File: config.mk
export PLATFORM = sky130hd
export DESIGN_NAME = vga_pattern_gen
export DESIGN_NICKNAME = d
export VERILOG_FILES = /design/src/rtl/vga_pattern_gen.sv
export SDC_FILE = /design/constraint.sdc
export NUM_CORES = 1
export LEC_CHECK = 0
export CAP_MARGIN = 10
export CORE_AREA = 2 2 112 114
export DETAILED_ROUTE_END_ITERATION = 6
export DIE_AREA = 0 0 114 116
export SLEW_MARGIN = 10
export SYNTH_ARGS = -nofsm -noshare
export SYNTH_HDL_FRONTEND = slang
export SYNTH_SLANG_ARGS = --single-unit
File: constraint.sdc
create_clock -name Clk25M -period 5.8 [get_ports Clk25M]
set_input_delay 0.58 -clock Clk25M [delete_from_list [all_inputs] [get_ports Clk25M]]
set_output_delay 0.58 -clock Clk25M [all_outputs]
set_load 0.05 [all_outputs]
File: src/rtl/vga_pattern_gen.sv
// vga_pattern_gen: test-pattern pixel source for the 640x480 VGA controller.
// Generates colour bars, checkerboard, a bouncing box or a solid fill from
// the controller's hcount/vcount. The output is registered, so it trails the
// scan counters by one clock. Pattern selection and box motion change only at
// the start of vertical blanking.
// Optional build macro BORDER_EN: forces a one-pixel white frame around the
// active area, overriding every pattern.
module vga_pattern_gen #(
  parameter int unsigned H_ACTIVE  = 640,
  parameter int unsigned V_ACTIVE  = 480,
  parameter int unsigned BOX_SIZE  = 64,
  parameter int unsigned SPEED     = 2,
  parameter logic [23:0] BOX_COLOR = 24'hFF0000,
  parameter logic [23:0] BG_COLOR  = 24'h0000FF
) (
  input  logic        Clk25M,
  input  logic        Rst,
  input  logic [9:0]  hcount,
  input  logic [9:0]  vcount,
  input  logic [1:0]  mode,
  input  logic [23:0] solid_rgb,
  output logic [23:0] data_out,
  output logic        frame_tick,
  output logic [9:0]  box_x,
  output logic [9:0]  box_y
);

  localparam int unsigned BAR_W = H_ACTIVE / 8;
  localparam logic [9:0]  H_ACT = 10'(H_ACTIVE);
  localparam logic [9:0]  V_ACT = 10'(V_ACTIVE);
  localparam logic [10:0] XMAX  = 11'(H_ACTIVE - BOX_SIZE);
  localparam logic [10:0] YMAX  = 11'(V_ACTIVE - BOX_SIZE);
  localparam logic [10:0] SPD   = 11'(SPEED);
  localparam logic [10:0] BOX   = 11'(BOX_SIZE);

  typedef enum logic {INC, DEC} dir_t;

  dir_t        dir_x, dir_x_nxt, dir_y, dir_y_nxt;
  logic [9:0]  box_x_nxt, box_y_nxt;
  logic [9:0]  vcount_d;
  logic [1:0]  mode_q;
  logic [23:0] pix;

  logic [10:0] x_wide, x_inc, x_dec;
  logic [10:0] y_wide, y_inc, y_dec;
  logic [10:0] h_wide, v_wide;
  logic        active;
  logic        in_box;

  // Frame tick detection, mode latch and registered pixel output.
  always_ff @(posedge Clk25M) begin
    if (Rst) begin
      data_out   <= '0;
      frame_tick <= 1'b0;
      vcount_d   <= '0;
      mode_q     <= '0;
    end else begin
      data_out   <= pix;
      vcount_d   <= vcount;
      frame_tick <= (vcount_d == V_ACT - 10'd1) && (vcount == V_ACT);
      if (frame_tick) mode_q <= mode;
    end
  end

  // Box position and direction state registers for both axes.
  always_ff @(posedge Clk25M) begin
    if (Rst) begin
      box_x <= '0;
      box_y <= '0;
      dir_x <= INC;
      dir_y <= INC;
    end else begin
      box_x <= box_x_nxt;
      box_y <= box_y_nxt;
      dir_x <= dir_x_nxt;
      dir_y <= dir_y_nxt;
    end
  end

  // Horizontal bounce: step once per frame, clamp at the wall and reverse.
  always_comb begin
    x_wide    = {1'b0, box_x};
    x_inc     = x_wide + SPD;
    x_dec     = x_wide - SPD;
    box_x_nxt = box_x;
    dir_x_nxt = dir_x;
    if (frame_tick) begin
      unique case (dir_x)
        INC: begin
          if (x_inc >= XMAX) begin
            box_x_nxt = XMAX[9:0];
            dir_x_nxt = DEC;
          end else begin
            box_x_nxt = x_inc[9:0];
          end
        end
        DEC: begin
          if (x_wide <= SPD) begin
            box_x_nxt = '0;
            dir_x_nxt = INC;
          end else begin
            box_x_nxt = x_dec[9:0];
          end
        end
      endcase
    end
  end

  // Vertical bounce: same rule as horizontal against the bottom limit.
  always_comb begin
    y_wide    = {1'b0, box_y};
    y_inc     = y_wide + SPD;
    y_dec     = y_wide - SPD;
    box_y_nxt = box_y;
    dir_y_nxt = dir_y;
    if (frame_tick) begin
      unique case (dir_y)
        INC: begin
          if (y_inc >= YMAX) begin
            box_y_nxt = YMAX[9:0];
            dir_y_nxt = DEC;
          end else begin
            box_y_nxt = y_inc[9:0];
          end
        end
        DEC: begin
          if (y_wide <= SPD) begin
            box_y_nxt = '0;
            dir_y_nxt = INC;
          end else begin
            box_y_nxt = y_dec[9:0];
          end
        end
      endcase
    end
  end

  // Pixel colour for the current scan position and latched mode.
  always_comb begin
    h_wide = {1'b0, hcount};
    v_wide = {1'b0, vcount};
    active = (hcount < H_ACT) && (vcount < V_ACT);
    in_box = (h_wide >= x_wide) && (h_wide < x_wide + BOX) &&
             (v_wide >= y_wide) && (v_wide < y_wide + BOX);
    pix    = '0;
    unique case (mode_q)
      2'd0: begin
        if      (hcount < 10'(BAR_W))     pix = 24'hFFFFFF;
        else if (hcount < 10'(BAR_W * 2)) pix = 24'hFFFF00;
        else if (hcount < 10'(BAR_W * 3)) pix = 24'h00FFFF;
        else if (hcount < 10'(BAR_W * 4)) pix = 24'h00FF00;
        else if (hcount < 10'(BAR_W * 5)) pix = 24'hFF00FF;
        else if (hcount < 10'(BAR_W * 6)) pix = 24'hFF0000;
        else if (hcount < 10'(BAR_W * 7)) pix = 24'h0000FF;
        else                              pix = 24'h000000;
      end
      2'd1: pix = (hcount[5] ^ vcount[5]) ? 24'hFFFFFF : 24'h000000;
      2'd2: pix = in_box ? BOX_COLOR : BG_COLOR;
      2'd3: pix = solid_rgb;
    endcase
`ifdef BORDER_EN
    if (hcount == '0 || hcount == H_ACT - 10'd1 ||
        vcount == '0 || vcount == V_ACT - 10'd1)
      pix = '1;
`endif
    if (!active) pix = '0;
  end

endmodule
==> results_dict.tcl, run 1 <==
set metrics [dict create \
    skew_ps 9.89 \
    portBuffers 89 \
    rsz0062_at_grt "false" \
    required_ps 5990 \
    tns_ps 0 \
    synth-adder-area-share_pct 12.2 \
    drive_gt1_share_pct 5.28 \
    antenna_found_initial 0 \
    clkSinkCount 57 \
    final_antenna_net_count 0 \
    synth_area_per_cell_um2 8.06 \
    cp.arrival_ps 3000 \
    synthMuxAreaShare_pct 1.35 \
    p_per_area_nw_per_um2 231 \
    fillers 1207 \
    final_core_util_pct 42.8 \
    end_kind "flop" \
    cts_setup_buffers 0 \
    drt_iter0_drc 344 \
    status "finished, final reports clean" \
    yosys.area.top_type_share_pct 30.1 \
    yosysUniqueCellTypes 71 \
    worstMarginPinSlew_ps 742 \
    std_cell_rows 40 \
    yosys.area_share.simple_pct 23.0 \
    hold_path.class "reg2reg" \
    final_hold_viol_count 0 \
    die_area_um2 13200 \
    period_needed_ps 2810 \
    overflow 0 \
    dieWidth_um 114 \
    ctsHoldBuffers 0 \
    post-place-ws_ps 2630 \
    syn_to_final_growth_pct 34.4 \
    ys_top_cells_by_area "dfxtp_1, ha_1, nand2_1" \
    power_leakage_nw 1.83 \
    vias 3771 \
    dpl_cell_area_um2 4750 \
    die_h_um 116 \
    ios 93 \
    fin_hold_ws_ps 445 \
    netlist_top_cells_count "dfxtp_1, nand2_1, ha_1" \
    fin_cells 696 \
    drc 0 \
    crit_path_start_kind "input pin" \
    dr.pass1.iters 4 \
    yosysSeqAreaShare_pct 30.1 \
    slew-limit-headroom_pct 50.2 \
    synth_top_area_cell "dfxtp_1" \
    wl_um 11000 \
    fmax_ghz 0.356 \
    ys_ff_latch 57 \
    syn_inst 470 \
    finalPower_mw 1.18 \
    final-max-slew-violation-count 0 \
    synth-xor-area-share_pct 2.54 \
    nets 628 \
    synth_area_um2 3790 \
    cts_htree_levels 3 \
    clk_pin_slew_ps 50 \
    cts_buffers 9 \
    irDropWorstVdd_v 0.000124 \
    diodes 0 \
    finalInstanceArea_um2 5090 \
    synth_most_common_cell "dfxtp_1" \
    r2r_slack_ps 3030 \
    cts_buffer_depth 2 \
    cts_root_buf "clkbuf_16" \
    dp_hpwl_um 7900 \
    placed_cells 680 \
    setup_viol 0 \
    synthFlopType "dfxtp_1" \
    fin_ws_ps 2990 \
    yosysWarnings 0 \
    via_per_inst 5.42 \
    critPathMaxFanout 8 \
    fin_crit_sh_pct 48.4 \
    initial_utilization_pct 31.8 \
    cts_tree "yes" \
    synth_top_family_by_area "compound AO/OA/AOI/OAI gates" \
    synth_compound_area_share_pct 24.5 \
    synth_edf_count 0 \
    routabilityCongestion 0.852 \
    coreArea_um2 11900 \
    async_reset_ff_share_pct 0 \
    wire_per_inst_um 15.8 \
    grt_pass1_wl_um 17400 \
    clk_latency_ps 330 \
    track_usage_pct 16.6 \
    crit_type "in2reg" \
    grt_pass1_vias 3432 \
    drv_cap 0 \
    cts.repair.resized 0 \
    grt_max_degree 36 \
]
## layer usage
layer / GRT usage [%] / up-vias / routed length (µm)
li1: - / 1873 / -
met1: 23.0 / 1755 / 5380
met2: 25.5 / 137 / 4830
met3: 3.66 / 6 / 686
met4: 5.37 / 0 / 89
met5: 0 / - / 0
## sequential cells by signal (all words and copies together), names as in the netlist
register	cells
dir_x	1
box_y	9
dir_y	1
box_x	9
vcount_d	10
mode_q	2
data_out	24
frame_tick	1
## area by class of cell
class                      count  area [µm²]  share of cell area (%)
multi-input combinational    358        2420                    47.4
tap                          147         184                    3.61
clock buffer                   9         225                    4.42
inverter                      27         101                    1.99
sequential                    57        1140                    22.4
timing repair buffer          91         906                    17.8
clock inverter                 7         119                    2.33
## power by group
group	total [mW]	switching, mW	internal (mW)
clock network	0.614	0.195	0.419
registers	0.411	0.00838	0.402
logic	0.153	0.0833	0.0693
## layout by cell type (no fill, tap or decap), types with 10 or more instances in the layout
| master | n |
|---|---|
| a21oi_1 | 28 |
| clkdlybuf4s50_1 | 89 |
| dfxtp_1 | 57 |
| ha_1 | 36 |
| inv_1 | 26 |
| nand2_1 | 54 |
| nand3_1 | 14 |
| nor2_1 | 23 |
| nor2b_1 | 19 |
| nor3_1 | 11 |
| o211ai_1 | 13 |
| o21ai_0 | 30 |
| xnor2_1 | 10 |
## final timing paths
check / end / depth (start not counted) / from
worst max-delay path: data_out[17] / 8 / hcount[4]
worst min-delay path: frame_tick / 2 / vcount_d[1]
worst max register to register: data_out[4] / 8 / box_y[1]
worst min register to register: frame_tick / 2 / vcount_d[1]
## cells by family (layout without fill, tap and decap cells)
group,after synthesis,count (layout)
simple gates,167,167
compound gates,136,136
flops,57,57
buf+inv,56,134
fa+ha+maj,37,37
xor+xnor,11,11
mux,5,5
other cells,1,2
## critical path: stages
cell,delay [ps]
clkdlybuf4s50_1,530
ha_1,380
o2111ai_1,110
and3_1,240
a2111oi_0,530
a221o_1,210
or3_1,280
o211ai_1,140
No activity file was read; power rests on OpenSTA's default activity.
==> inputs of run 2 (changes only) <==
==> constraint.sdc (replaced) <==
create_clock -name Clk25M -period 2.28 [get_ports Clk25M]
set_input_delay 0.228 -clock Clk25M [delete_from_list [all_inputs] [get_ports Clk25M]]
set_output_delay 0.228 -clock Clk25M [all_outputs]
set_load 0.05 [all_outputs]
==> results_dict.tcl, run 2 (synthesis gave the netlist of run 1 again) <==
set metrics [dict create \
    status "finished, final reports clean" \
    drv_cap 0 \
    via_per_inst 5.26 \
    multi_input_area_um2 2610 \
    fillers 1158 \
    die_h_um 116 \
    r2r_slack_ps 50 \
    final_cell_mix "clkdlybuf4s50_1, nand2_1, buf_4" \
    finalPower_mw 2.83 \
    crit_type "reg2reg" \
    cts_htree_levels 3 \
    dieWidth_um 114 \
    required_ps 2510 \
    period_needed_ps 2230 \
    top_register "data_out" \
    initial_utilization_pct 31.8 \
    largest_reg_flops 24 \
    post-place-ws_ps -334 \
    routabilityCongestion 0.912 \
    fmax_ghz 0.449 \
    cts_tree "yes" \
    clk_pin_slew_ps 60 \
    ios 93 \
    nets 676 \
    skew_ps 14.0 \
    diodes 0 \
    antenna_found_initial 0 \
    end_kind "flop" \
    cts_buffers 9 \
    final-max-slew-violation-count 0 \
    power_leakage_nw 2.10 \
    coreArea_um2 11900 \
    vias 3907 \
    grt_max_degree 35 \
    dpl_cell_area_um2 5170 \
    drt_iter0_drc 360 \
    cts_root_buf "clkbuf_16" \
    dp_hpwl_um 8820 \
    p_per_area_nw_per_um2 500 \
    syn_to_final_growth_pct 49.2 \
    seq_area_um2 1190 \
    hold_path.class "in2reg" \
    std_cell_rows 40 \
    drc 0 \
    crit_path_start_kind "flop" \
    final_common_cell "clkdlybuf4s50_1" \
    clkSinkCount 57 \
    final_antenna_net_count 0 \
    fin_crit_sh_pct 97.7 \
    finalInstanceArea_um2 5650 \
    placed_cells 728 \
    overflow 0 \
    cts_setup_buffers 0 \
    final_hold_viol_count 0 \
    wire_per_inst_um 16.1 \
    drive_gt1_share_pct 20.3 \
    cts_buffer_depth 2 \
    rsz0062_at_grt "true" \
    reg_top3 "data_out: 24 flops, vcount_d: 10 flops" \
    fin_ws_ps 53.4 \
    grt_pass1_vias 3808 \
    cp.arrival_ps 2460 \
    critPathMaxFanout 8 \
    irDropWorstVdd_v 0.000364 \
    ctsHoldBuffers 0 \
    clk_latency_ps 330 \
    track_usage_pct 17.7 \
    slew-limit-headroom_pct 56.4 \
    worstMarginPinSlew_ps 653 \
    die_area_um2 13200 \
    wl_um 11900 \
    grt_pass1_wl_um 18800 \
    fin_cells 743 \
    setup_viol 0 \
    portBuffers 89 \
    dr.pass1.iters 5 \
]
-- run 2: stage by stage --
step                      hold slack [ps]  utilization, %  setup TNS (ps)
after floorplan                       356               -               0
after global placement                471            43.4           -3310
after detailed placement              471            43.4           -4580
after CTS                             454            46.0               0
after global routing                  397            47.5           -47.9
final                                 353            47.5               0
-- run 2: worst max-delay path: stages, from the launching register on --
cell and delay, ps:
dfxtp_4 370, ha_4 180, xnor2_4 210, ha_4 240
o211ai_1 110, nor2_1 100, a221o_1 350, or3_4 430
o211ai_1 130
-- run 2: layer usage --
metal / vias up / routed length [µm] / global-route usage (%)
met3: 7 / 686 / 3.77
met4: 0 / 97 / 6.10
li1: 1973 / - / -
met2: 132 / 5710 / 29.9
met5: - / 0 / 0
met1: 1795 / 5460 / 22.4
-- run 2: path summary, 6_finish.rpt --
check | from | endpoint | cells after the start
worst max-delay path | box_y[7] | data_out[23] | 8
worst min-delay path | vcount[1] | vcount_d[1] | 3
worst max register to register | box_y[7] | data_out[23] | 8
worst min register to register | vcount_d[1] | frame_tick | 2
-- run 2: repair_timing --
item                                    CTS  global route
gates resized for setup                   2            31
endpoints found under the hold margin     0             0
pin swaps                                 0            12
endpoints found under the setup margin    8            25
-- run 2: final cells by class --
| cell class | count | share of cell area, % |
|---|---|---|
| multi-input cells | 358 | 46.1 |
| repair buffers | 139 | 22.4 |
| flip-flops and latches | 57 | 21.0 |
| clock buffers | 12 | 4.54 |
| well taps | 147 | 3.25 |
| inverters | 27 | 1.93 |
| clock inverters | 3 | 0.708 |
-- run 2: report_power, final --
part	switching [mW]	internal, mW
clock	0.445	0.893
combinational	0.246	0.218
sequential	0.0110	1.02
